--- config.mk ---
export PLATFORM = sky130hd
export DESIGN_NAME = twitchcore_mem_arb
export DESIGN_NICKNAME = d
export VERILOG_FILES = /design/src/rtl/twitchcore_mem_arb.sv
export SDC_FILE = /design/constraint.sdc
export NUM_CORES = 1
export LEC_CHECK = 0
export ABC_AREA = 1
export CORE_AREA = 2 2 109 111
export CTS_CLUSTER_DIAMETER = 120
export DETAILED_ROUTE_END_ITERATION = 16
export DIE_AREA = 0 0 111 113
export PLACE_DENSITY_LB_ADDON = 0.12
export SYNTH_ARGS = -nofsm -noshare
export SYNTH_HDL_FRONTEND = slang
export SYNTH_SLANG_ARGS = --single-unit
--- constraint.sdc ---
create_clock -name clk -period 1.7 [get_ports clk]
set_input_delay 0.17 -clock clk [delete_from_list [all_inputs] [get_ports clk]]
set_output_delay 0.17 -clock clk [all_outputs]
set_load 0.005 [all_outputs]
--- src/rtl/twitchcore_mem_arb.sv ---
// Arbitrates instruction fetch and data access onto one single-port memory with fixed MEM_LAT latency.
// Define TWITCHCORE_ARB_RR_EN for round-robin conflict resolution; the default gives data fixed priority.
module twitchcore_mem_arb #(
    parameter int MEM_LAT = 1
) (
    input  logic        clk,
    input  logic        reset,
    input  logic        halt,
    input  logic        i_req,
    input  logic [31:0] i_addr,
    output logic        i_gnt,
    output logic        i_rvalid,
    output logic [31:0] i_rdata,
    input  logic        d_req,
    input  logic        d_we,
    input  logic [3:0]  d_be,
    input  logic [31:0] d_addr,
    input  logic [31:0] d_wdata,
    output logic        d_gnt,
    output logic        d_rvalid,
    output logic [31:0] d_rdata,
    output logic        m_req,
    output logic        m_we,
    output logic [3:0]  m_be,
    output logic [31:0] m_addr,
    output logic [31:0] m_wdata,
    input  logic [31:0] m_rdata,
    output logic        busy
);

    typedef enum logic {
        IDLE = 1'b0,
        WAIT = 1'b1
    } state_t;

    localparam logic [2:0] LAT   = 3'(MEM_LAT);
    localparam logic       OWN_I = 1'b0;
    localparam logic       OWN_D = 1'b1;

    state_t     r_state;
    state_t     w_state_nxt;
    logic [2:0] r_cnt;
    logic [2:0] w_cnt_nxt;
    logic       r_owner;
    logic       w_owner_nxt;
    logic       w_final;
    logic       w_accept;
    logic       w_pick_d;
    logic       w_grant_i;
    logic       w_grant_d;

    always_ff @(posedge clk) begin
        if (reset) begin
            r_state <= IDLE;
            r_cnt   <= 3'd0;
            r_owner <= OWN_I;
        end else begin
            r_state <= w_state_nxt;
            r_cnt   <= w_cnt_nxt;
            r_owner <= w_owner_nxt;
        end
    end

    // The last WAIT cycle delivers read data and may accept the next request at the same time.
    always_comb begin
        w_state_nxt = r_state;
        w_cnt_nxt   = r_cnt;
        w_owner_nxt = r_owner;
        w_final     = (r_state == WAIT) && (r_cnt == LAT);
        w_accept    = !reset && !halt && ((r_state == IDLE) || w_final);
`ifdef TWITCHCORE_ARB_RR_EN
        // r_owner doubles as the last winner, so a conflict goes to the other port.
        w_pick_d    = d_req && (!i_req || (r_owner == OWN_I));
`else
        w_pick_d    = d_req;
`endif
        w_grant_d   = w_accept && w_pick_d;
        w_grant_i   = w_accept && i_req && !w_pick_d;
        if (w_grant_i || w_grant_d) begin
            w_state_nxt = WAIT;
            w_cnt_nxt   = 3'd1;
            w_owner_nxt = w_grant_d ? OWN_D : OWN_I;
        end else if (w_final) begin
            w_state_nxt = IDLE;
            w_cnt_nxt   = 3'd0;
        end else if (r_state == WAIT) begin
            w_cnt_nxt   = r_cnt + 3'd1;
        end
    end

    always_comb begin
        i_gnt    = w_grant_i;
        d_gnt    = w_grant_d;
        m_req    = w_grant_i || w_grant_d;
        m_we     = w_grant_d && d_we;
        m_be     = w_grant_d ? d_be : (w_grant_i ? 4'hF : 4'h0);
        m_addr   = w_grant_d ? d_addr : (w_grant_i ? i_addr : 32'h0);
        m_wdata  = w_grant_d ? d_wdata : 32'h0;
        i_rvalid = !reset && w_final && (r_owner == OWN_I);
        d_rvalid = !reset && w_final && (r_owner == OWN_D);
        i_rdata  = i_rvalid ? m_rdata : 32'h0;
        d_rdata  = d_rvalid ? m_rdata : 32'h0;
        busy     = !reset && (r_state == WAIT);
    end

endmodule
==> results of run 1 <==
routing by layer:
| metal | global-route usage | vias up | share of wire |
|---|---|---|---|
| li1 | - | 1595 | - |
| met1 | 0.1443 | 1396 | 0.31 |
| met2 | 0.3268 | 172 | 0.58 |
| met3 | 0.04928 | 10 | 0.097 |
| met4 | 0.03417 | 0 | 0.013 |
| met5 | 0 | - | 0 |
cell usage after synthesis (2+ instances only):
library cell	number
buf_6	6
inv_2	2
nand2_1	112
inv_4	2
buf_2	9
a21oi_1	3
o21ai_0	2
dfxtp_1	5
inv_1	75
ha_1	2
nor2_1	100
registers in the layout (all words and copies together) (netlist names):
name and cells:
r_cnt 3, r_owner 1, r_state 1
stage by stage:
stage                     power, mW  std cells  utilization  setup TNS [ns]
after global routing          1.468        811       0.4966          -20.56
after global placement       0.7992        751       0.4003          -38.95
after floorplan              0.2898        328            -               0
after detailed placement     0.8029        751       0.4003          -41.22
after CTS                     1.298        806       0.4447          -14.49
final                         1.383        812       0.4968          -12.04
placed cells by master, fill, tap and decap left out, types with 5 or more instances in the layout:
cell,synthesis,routed
nor2_4,1,61
inv_1,75,72
buf_12,0,20
clkdlybuf4s50_1,0,137
nand2_2,1,41
buf_6,6,37
nor2_1,100,18
clkbuf_16,0,5
buf_4,0,20
buf_8,0,6
buf_2,9,121
nand2_4,0,5
nor2_2,1,23
buf_16,0,6
nand2_1,112,67
where the power goes:
group | switching (mW) | total [mW] | leakage, nW | internal, mW
combinational | 0.325 | 0.861 | 2.93 | 0.536
sequential | 0.00723 | 0.133 | 0.0420 | 0.125
clock | 0.0785 | 0.389 | 0.0382 | 0.311
total | 0.410 | 1.38 | 3.01 | 0.973
repair_timing:
action / CTS / global route
cloned: 12 / 2
setup buffers: 40 / 13
pin swaps: 16 / 20
hold endpoints to repair: 0 / 0
endpoints found under the setup margin: 138 / 137
hold buffers: 0 / 0
gates resized for setup: 680 / 161
worst max-delay path by stage:
stage	startpoint	endpoint	slack (ns)	cells past startpoint
6_report	r_cnt[1]$_SDFFE_PP0P_	m_addr[9]	-0.24	12
2_1_floorplan	r_cnt[0]$_SDFFE_PP0P_	m_addr[26]	0.32	8
3_3_place_gp	reset	m_addr[3]	-0.38	8
4_1_cts	r_cnt[1]$_SDFFE_PP0P_	m_addr[9]	-0.25	12
5_1_grt	r_cnt[1]$_SDFFE_PP0P_	m_addr[9]	-0.32	12
3_5_place_dp	reset	m_addr[11]	-0.41	8
cells by family after synthesis:
group           share of synthesized area
flops                             0.06832
xor+xnor                         0.005979
simple gates                       0.6038
compound gates                    0.02220
fa+ha+maj                         0.01708
buf+inv                            0.2827
layout make-up:
cell class	instances	area, µm²	share of cell area
Antenna cell	1	2.502	0.0004468
Clock buffer	4	78.83	0.01408
Inverter	79	319.1	0.05697
Multi-Input combinational cell	229	1627	0.2904
Sequential cell	5	103.9	0.01854
Tap cell	143	178.9	0.03195
Timing Repair Buffer	351	3291	0.5876
worst register-to-register path, stage by stage (launching register included):
cell	delay [ns]
dfxtp_2	0.31
inv_2	0.06
ha_4	0.13
nand2_4	0.07
nand2_4	0.09
nand3_4	0.10
buf_6	0.14
buf_8	0.13
clkbuf_16	0.17
buf_4	0.13
buf_4	0.12
a21oi_2	0.11
==> results.py, run 1 <==
metrics = {
    "clock_tree": {
        "cts.clk_slew.worst_paths_ns": 0.03,
        "cts_root_buf": "clkbuf_16",
        "cts_tree": "built",
        "clock_sinks": 5,
        "clk_latency_ns": 0.23,
        "cts.path.max_buffers": 2,
        "ctsHtreeMaxLevel": 1,
        "cts_buffers": 3,
    },
    "placement": {
        "postPlaceCellArea_um2": 4512,
        "port_buffers": 276,
        "pre_cts_slack_ns": -0.4070,
        "dp_hpwl_mm": 7.825,
        "place.gp.congestion": 0.7912,
    },
    "synthesis": {
        "yosys.area.top_type": "nand2_1",
        "ys_async_sr_fraction": 0,
        "synth.area.top_cells": "nand2_1 29%, nor2_1 26%, inv_1 19%, dfxtp_1 6.8%, buf_6 4.6%",
        "synth-edff-count": 0,
        "synthCells": 328,
        "avgSynthCellArea_um2": 4.467,
        "yosys_warnings": 0,
        "yosysTopAreaCellShare": 0.2869,
        "ys.flop_type": "dfxtp_1",
        "yosys_register_bits": 5,
        "syn-num-nets": 468,
        "syn_area_um2": 1465,
        "ys_types": 21,
        "ys_seq_area_frac": 0.06832,
    },
    "pwr": {
        "cellPowerDensity_nw_per_um2": 247.0,
        "p_leak_nw": 3.005,
        "ir_drop_uv": 391.2,
    },
    "drt": {
        "routed_wl_mm": 10.79,
        "first_pass_iters": 4,
        "drtAntennaViolNets": 0,
        "post_drt_wl_per_cell_um": 13.29,
        "drt-initial-drc-count": 41,
        "vias": 3173,
        "vias_per_cell": 3.908,
        "drc_errors": 0,
    },
    "floorplanning": {
        "top_level_ports": 277,
        "initial_core_util": 0.1300,
        "die_w_um": 111,
        "die-area_um2": 12540,
        "core_area_um2": 11270,
        "die_y_um": 113,
        "std_cell_rows": 39,
    },
    "finish": {
        "fill_cells": 1126,
        "finalNetCount": 809,
        "syn_to_final_growth_pct": 282.2,
        "stdcell_area_um2": 5600,
        "layout-drive-gt1-share": 0.5419,
    },
    "setup_path": {
        "cp_num_buf_inv": 6,
        "reg2reg_depth": 11,
        "r2r_start": "r_cnt[1]$_SDFFE_PP0P_",
        "critical_path.max_stage_delay_ns": 0.32,
        "reg2reg_setup_slack_ns": 0.07,
        "path_cells": "inv_2 > ha_4 > nand2_4 > nand2_4 > buf_12 > nand4_4 > inv_6 > buf_12 > bufbuf_16 > nand2_2 > nand2_1 > buf_2",
        "startpoint_type": "register",
        "path_class": "reg -> out",
        "worstPathArrival_ns": 1.77,
        "crit_family": "buffers and inverters",
        "rr_endpoint": "r_owner$_SDFFE_PP0P_",
        "critical_path.max_fanout": 5,
        "cp-end-kind": "output port",
        "required_ns": 1.53,
        "critical_path.slowest_cell": "dfxtp_2",
    },
    "timing": {
        "hold_violations": 0,
        "min_period_ns": 1.937,
        "tightest_slew_ns": 0.2237,
        "clock.fmax_mhz": 516.3,
        "hold-worst-slack_ns": 0.4843,
        "maxSlewViolCount": 0,
        "slew_headroom": 0.8502,
        "timing.final.ws_setup_ns": -0.2367,
        "setup_viol": 100,
        "skew_ns": 0.001161,
        "rsz0062_at_grt": "true",
        "fin_crit_sh": 1.139,
    },
    "global_routing": {
        "grt-ovfl-total": 0,
        "grt_pass1_wl_mm": 15.97,
        "grt_pass1_vias": 3174,
        "grt_max_degree": 17,
        "grtUsageTotal": 0.1556,
        "antenna_found_initial": 1,
    },
    "min_path": {
        "whs_endpoint": "r_cnt[0]$_SDFFE_PP0P_",
        "hold_path_class": "in -> reg",
        "hold_start": "reset",
        "holdPathStages": 3,
    },
    "outcome": {
        "status": "finished with violations",
        "violations": "negative setup slack",
    },
    "job": {
        "drv_cap": 0,
    },
}
No activity file was read; power rests on OpenSTA's default activity.
==> run 2, diff against run 1 <==
CAP_MARGIN = 40   (was default)
==> results of run 2 <==
No change in the layout: final DEF, timing and power equal those of run 1.
